`src/rtl/pipeline_mem.sv`:
```
// Memory-access stage between EXE and WB: issues loads/stores over a req/gnt/rvalid
// handshake, stalls upstream while an access is outstanding, aligns/extends load data.
module pipeline_mem (
  input  logic        clk,
  input  logic        resetn,
  input  logic [31:0] alu_result_e_i,
  input  logic [31:0] store_data_e_i,
  input  logic [2:0]  dmem_type_e_i,
  input  logic        dmem_read_e_i,
  input  logic        dmem_write_e_i,
  input  logic [31:0] extended_imm_e_i,
  input  logic [31:0] pc_plus4_e_i,
  input  logic        reg_write_en_e_i,
  input  logic [4:0]  rd_idx_e_i,
  input  logic [3:0]  result_src_e_i,
  input  logic        instr_illegal_e_i,
  output logic        dmem_req_o,
  output logic        dmem_we_o,
  output logic [31:0] dmem_addr_o,
  output logic [3:0]  dmem_be_o,
  output logic [31:0] dmem_wdata_o,
  input  logic        dmem_gnt_i,
  input  logic        dmem_rvalid_i,
  input  logic [31:0] dmem_rdata_i,
  output logic        mem_stall_o,
  output logic [31:0] alu_result_m_o,
  output logic [31:0] load_data_m_o,
  output logic [31:0] extended_imm_m_o,
  output logic [31:0] pc_plus4_m_o,
  output logic        reg_write_en_m_o,
  output logic [4:0]  rd_idx_m_o,
  output logic [3:0]  result_src_m_o,
  output logic        instr_illegal_m_o,
  output logic        misaligned_m_o
);

  typedef enum logic [1:0] {IDLE, WAIT_GNT, WAIT_RVALID} state_t;

  function automatic logic [3:0] byte_en(input logic [2:0] size, input logic [1:0] off);
    case (size[1:0])
      2'b00:   byte_en = 4'b0001 << off;
      2'b01:   byte_en = 4'b0011 << off;
      default: byte_en = 4'b1111;
    endcase
  endfunction

  function automatic logic [31:0] store_lanes(input logic [2:0] size, input logic [31:0] sd);
    case (size[1:0])
      2'b00:   store_lanes = {4{sd[7:0]}};
      2'b01:   store_lanes = {2{sd[15:0]}};
      default: store_lanes = sd;
    endcase
  endfunction

  function automatic logic [31:0] align_load(input logic [2:0] size, input logic [1:0] off,
                                             input logic [31:0] word);
    logic        [31:0] shifted;
    logic signed [7:0]  b;
    logic signed [15:0] h;
    logic signed [31:0] ext;
    shifted = word >> {off, 3'b000};
    b       = shifted[7:0];
    h       = shifted[15:0];
    case (size)
      3'b000:  ext = 32'(b);
      3'b001:  ext = 32'(h);
      3'b100:  ext = {24'd0, shifted[7:0]};
      3'b101:  ext = {16'd0, shifted[15:0]};
      default: ext = word;
    endcase
    return ext;
  endfunction

  state_t state_q, state_d;
  logic   access, size_ok, addr_misaligned;
  logic   acc_illegal, acc_misaligned, acc_valid;
  logic   req, stall, completing;

  logic [31:0] alu_result_q, alu_result_d, load_data_q, load_data_d;
  logic [31:0] extended_imm_q, extended_imm_d, pc_plus4_q, pc_plus4_d;
  logic        reg_write_en_q, reg_write_en_d, instr_illegal_q, instr_illegal_d;
  logic        misaligned_q, misaligned_d;
  logic [4:0]  rd_idx_q, rd_idx_d;
  logic [3:0]  result_src_q, result_src_d;

  always_comb begin
    access = dmem_read_e_i | dmem_write_e_i;
    case (dmem_type_e_i)
      3'b000, 3'b001, 3'b010, 3'b100, 3'b101: size_ok = 1'b1;
      default:                                size_ok = 1'b0;
    endcase
    case (dmem_type_e_i[1:0])
      2'b01:   addr_misaligned = alu_result_e_i[0];
      2'b10:   addr_misaligned = |alu_result_e_i[1:0];
      default: addr_misaligned = 1'b0;
    endcase
    acc_illegal    = access & ((dmem_read_e_i & dmem_write_e_i) | ~size_ok);
    acc_misaligned = access & ~acc_illegal & addr_misaligned;
    acc_valid      = access & ~acc_illegal & ~acc_misaligned;
  end

  // Handshake FSM; EXE inputs are frozen by the stall, so request fields come straight from them.
  always_comb begin
    state_d    = state_q;
    req        = 1'b0;
    stall      = 1'b0;
    completing = 1'b0;
    case (state_q)
      IDLE: begin
        if (acc_valid) begin
          req     = 1'b1;
          stall   = 1'b1;
          state_d = dmem_gnt_i ? WAIT_RVALID : WAIT_GNT;
        end
      end
      WAIT_GNT: begin
        req   = 1'b1;
        stall = 1'b1;
        if (dmem_gnt_i) state_d = WAIT_RVALID;
      end
      WAIT_RVALID: begin
        if (dmem_rvalid_i) begin
          completing = 1'b1;
          state_d    = IDLE;
        end else begin
          stall = 1'b1;
        end
      end
      default: state_d = IDLE;
    endcase
  end

  always_ff @(posedge clk) begin
    if (!resetn) state_q <= IDLE;
    else         state_q <= state_d;
  end

  assign dmem_req_o   = req & resetn;
  assign mem_stall_o  = stall & resetn;
  assign dmem_we_o    = dmem_write_e_i;
  assign dmem_addr_o  = {alu_result_e_i[31:2], 2'b00};
  assign dmem_be_o    = byte_en(dmem_type_e_i, alu_result_e_i[1:0]);
  assign dmem_wdata_o = store_lanes(dmem_type_e_i, store_data_e_i);

  // MEM/WB register: a stalled cycle inserts an all-zero bubble.
  always_comb begin
    alu_result_d    = '0;
    load_data_d     = '0;
    extended_imm_d  = '0;
    pc_plus4_d      = '0;
    reg_write_en_d  = 1'b0;
    rd_idx_d        = '0;
    result_src_d    = '0;
    instr_illegal_d = 1'b0;
    misaligned_d    = 1'b0;
    if (!stall) begin
      alu_result_d    = alu_result_e_i;
      extended_imm_d  = extended_imm_e_i;
      pc_plus4_d      = pc_plus4_e_i;
      rd_idx_d        = rd_idx_e_i;
      result_src_d    = result_src_e_i;
      reg_write_en_d  = reg_write_en_e_i & ~acc_illegal & ~acc_misaligned;
      instr_illegal_d = instr_illegal_e_i | acc_illegal;
      misaligned_d    = acc_misaligned;
      if (completing && dmem_read_e_i)
        load_data_d = align_load(dmem_type_e_i, alu_result_e_i[1:0], dmem_rdata_i);
    end
  end

  always_ff @(posedge clk) begin
    if (!resetn) begin
      alu_result_q    <= '0;
      load_data_q     <= '0;
      extended_imm_q  <= '0;
      pc_plus4_q      <= '0;
      reg_write_en_q  <= 1'b0;
      rd_idx_q        <= '0;
      result_src_q    <= '0;
      instr_illegal_q <= 1'b0;
      misaligned_q    <= 1'b0;
    end else begin
      alu_result_q    <= alu_result_d;
      load_data_q     <= load_data_d;
      extended_imm_q  <= extended_imm_d;
      pc_plus4_q      <= pc_plus4_d;
      reg_write_en_q  <= reg_write_en_d;
      rd_idx_q        <= rd_idx_d;
      result_src_q    <= result_src_d;
      instr_illegal_q <= instr_illegal_d;
      misaligned_q    <= misaligned_d;
    end
  end

  assign alu_result_m_o    = alu_result_q;
  assign load_data_m_o     = load_data_q;
  assign extended_imm_m_o  = extended_imm_q;
  assign pc_plus4_m_o      = pc_plus4_q;
  assign reg_write_en_m_o  = reg_write_en_q;
  assign rd_idx_m_o        = rd_idx_q;
  assign result_src_m_o    = result_src_q;
  assign instr_illegal_m_o = instr_illegal_q;
  assign misaligned_m_o    = misaligned_q;

endmodule
```
`config.mk`:
```
export PLATFORM = sky130hd
export DESIGN_NAME = pipeline_mem
export DESIGN_NICKNAME = d
export VERILOG_FILES = /design/src/rtl/pipeline_mem.sv
export SDC_FILE = /design/constraint.sdc
export NUM_CORES = 1
export LEC_CHECK = 0
export BUFFER_PORTS_ARGS = -buffer_cell sky130_fd_sc_hd__buf_2
export CAP_MARGIN = 20
export CORE_AREA = 5 5 149 151
export DETAILED_ROUTE_END_ITERATION = 8
export DIE_AREA = 0 0 154 156
export SETUP_SLACK_MARGIN = 0.1
export SLEW_MARGIN = 15
export SYNTH_ARGS = -nofsm -noshare
export SYNTH_HDL_FRONTEND = slang
export SYNTH_SLANG_ARGS = --single-unit
```
`constraint.sdc`:
```
create_clock -name clk -period 1.8 [get_ports clk]
set_input_delay 0.27 -clock clk [delete_from_list [all_inputs] [get_ports clk]]
set_output_delay 0.27 -clock clk [all_outputs]
set_load 0.03 [all_outputs]
```
==> results.sh <==
export IMPL_outcome="finished clean"
export IMPL_dieArea_sq_um=24020
export IMPL_antenna_left=0
export IMPL_antenna_found_initial=2
export IMPL_period_needed_ns=1.648
export IMPL_muxShareOfSynthArea_pct=3.137
export IMPL_syn_area_per_cell_sq_um=8.955
export IMPL_cp_required_ns=1.53
export IMPL_io_buffers=388
export IMPL_hold_violations=0
export IMPL_clock_sinks=142
export IMPL_cp_end_kind="output port"
export IMPL_synth_edf_count=0
export IMPL_startpoint="dmem_type_e_i[0]"
export IMPL_grt_remaining_overflow=0
export IMPL_async_reset_ff_share_pct=0
export IMPL_yosys_top_cells_area="dfxtp_1, nand3_1, a21oi_1"
export IMPL_wl_per_cell_um=16.78
export IMPL_setup_viol=0
export IMPL_core_area_sq_um=20690
export IMPL_regArea_sq_um=2845
export IMPL_cts_tree="done"
export IMPL_timing_final_crit_share_pct=91.57
export IMPL_yosys_area_share_simple_pct=15.54
export IMPL_pin_count=391
export IMPL_finalInstanceArea_sq_um=8788
export IMPL_crit_buf_inv=3
export IMPL_fin_cells=1297
export IMPL_slew_headroom_pct=63.26
export IMPL_cts_max_level=4
export IMPL_syn_inst=668
export IMPL_ys_seq_area_share_pct=47.52
export IMPL_root_buffer="clkbuf_16"
export IMPL_grt_pass1_wl_um=33070
export IMPL_crit_chain="buf_8, inv_6, ha_4, o211ai_1, a31oi_4, o21ai_1, buf_4"
export IMPL_wl_um=21770
export IMPL_clock_latency_ns=0.41
export IMPL_crit_arrival_ns=1.38
export IMPL_clockPowerShare_pct=39.1
export IMPL_critPathKind="input port to output port"
export IMPL_grt_setup_unrepaired="false"
export IMPL_die_y_um=156
export IMPL_power_density_nw_per_um2=1016
export IMPL_grt_max_degree=86
export IMPL_r2r_start="state_q[1]"
export IMPL_vias=6107
export IMPL_synth_warnings=0
export IMPL_cts_hold_buf=0
export IMPL_firstDrtPassIters=5
export IMPL_ys_flop_type="dfxtp_1"
export IMPL_clockBufferDepth=2
export IMPL_synth_xor_area_share_pct=0.1464
export IMPL_drv_slew=0
export IMPL_synth_adder_area_share_pct=0.6275
export IMPL_grt_pass1_vias=6065
export IMPL_synth_compound_area_share_pct=21.86
export IMPL_die_w_um=154
export IMPL_antenna_cells=0
export IMPL_drc=0
export IMPL_drv_cap=0
export IMPL_place_hpwl_um=16290
export IMPL_syn_cell_area_sq_um=5982
export IMPL_slowest_stage="a31oi_4"
export IMPL_fin_nets=1192
export IMPL_start_util_pct=28.91
export IMPL_rows=53
export IMPL_start_kind="input port"
export IMPL_internal_power_w=0.006006
export IMPL_viasPerCell=4.709
export IMPL_fin_worst_skew_ns=0.008704
export IMPL_dpl_cell_area_sq_um=8041
export IMPL_path_clk_slew_ns=0.06
export IMPL_ys_types=48
export IMPL_crit_family="compound AO/OA/AOI/OAI gates"
export IMPL_whs_ns=0.02840
export IMPL_power_frac_seq_pct=37.9
export IMPL_numCtsBuffers=17
export IMPL_ir_drop_uv=547.6
export IMPL_ys_ff_latch=142
export IMPL_synth_top_family_by_area="compound AO/OA/AOI/OAI gates"
export IMPL_fin_util_pct=42.48
export IMPL_synth_top_cell_area_share_pct=47.52
export IMPL_slowest_delay_ns=0.29
export IMPL_drt_initial_drc_count=326
export IMPL_yosysTopAreaCell="dfxtp_1"
export IMPL_regToRegSetupSlack_ns=0.21
export IMPL_grt_usage_pct=17.13
export IMPL_nFillCells=2099
export IMPL_combPwrFrac_pct=22.9
export IMPL_synth_commonest_cells="dfxtp_1, nand3_1, a21oi_1"
export IMPL_dp_cells=1262
export IMPL_swShare_pct=32.74
export IMPL_multi_input_area_sq_um=2585
export IMPL_synthToLayoutAreaGrowth_pct=46.91
export IMPL_drive_gt1_share_pct=50.68
export IMPL_leakage_nw=4.547
export IMPL_cp_max_fo=3
export IMPL_synth_most_common_cell="dfxtp_1"
export IMPL_hold_class="input port to register"
export IMPL_hp_start="dmem_gnt_i"
export IMPL_switching_power_w=0.002923
export IMPL_gp_congestion=0.8807
export IMPL_fmax_mhz=606.7
export IMPL_worst_slew_pin_slew_ns=0.5512
[kinds of logic (layout without fill, tap and decap cells)]
group                    after synthesis  after routing
adder cells (fa/ha/maj)                3              3
other                                  1              2
AND/OR/NAND/NOR                      194            194
flip-flops                           142            142
AO/OA/AOI/OAI                        193            193
XOR/XNOR                               1              1
multiplexers                          18             18
buffers and inverters                116            469
[timing repair]
| item | in CTS | in global routing |
|---|---|---|
| resized for setup | 22 | 13 |
| endpoints found under the setup margin | 27 | 29 |
| setup buffers | 1 | 2 |
| pin swaps | 5 | 7 |
[worst paths after layout]
path         depth (start not counted)                end
min                                  2         state_q[0]
min reg2reg                          3         state_q[0]
max reg2reg                          6  load_data_m_o[18]
max                                  7        mem_stall_o
[through the flow]
step / setup TNS [ns] / power, W / setup WS, ns
6_report: 0 / 0.008929 / 0.1517
5_1_grt: 0 / 0.009355 / 0.09706
4_1_cts: 0 / 0.009027 / 0.1032
3_3_place_gp: -2.032 / 0.005473 / -0.1463
3_5_place_dp: -3.857 / 0.005477 / -0.1592
2_1_floorplan: 0 / 0.004774 / 0.02969
[power by group through the flow]
| stage | clock [W] | combinational [W] | sequential, W |
|---|---|---|---|
| floorplan | 0 | 0.000920 | 0.00385 |
| global placement | 0 | 0.00202 | 0.00346 |
| detailed placement | 0 | 0.00202 | 0.00346 |
| CTS | 0.00359 | 0.00205 | 0.00339 |
| global route | 0.00374 | 0.00221 | 0.00341 |
| finish | 0.00349 | 0.00205 | 0.00339 |
[routing by layer]
metal / up-vias / wire length [um] / global-route usage [%]
met3: 33 / 1941 / 5.798
met5: - / 27 / 0
met1: 2802 / 8375 / 20.08
met2: 295 / 10920 / 29.41
li1: 2973 / - / -
met4: 4 / 498 / 5.887
[layout make-up]
class                   instances  area share [%]
clock buffers                  18           4.997
flip-flops and latches        142           32.37
inverters                       8          0.4556
clock inverters                14           1.680
well taps                     275           3.915
repair buffers                429           27.16
multi-input cells             411           29.41
[cell usage in the layout (no fill, tap or decap), types with 3 or more instances in the layout]
cell type and n:
inv_1 5, nand2_1 60, buf_12 8, inv_8 3, nor2_1 8, nand3_1 108, dfxtp_1 140, clkbuf_16 17
o221a_1 7, a21oi_2 31, o21ai_0 21, buf_2 382, a21o_1 16, clkinvlp_4 3, inv_6 6, mux2i_1 15
o21ai_1 3, buf_4 35, a21oi_1 83, a22oi_1 8, ha_4 3, a22o_1 9
[state kept, by name, summed over array words and instances, names as in the netlist]
name	cells
alu_result_m_o	32
extended_imm_m_o	32
instr_illegal_m_o	1
load_data_m_o	32
misaligned_m_o	1
pc_plus4_m_o	32
rd_idx_m_o	5
reg_write_en_m_o	1
result_src_m_o	4
state_q	2
No activity file was read; power rests on OpenSTA's default activity.
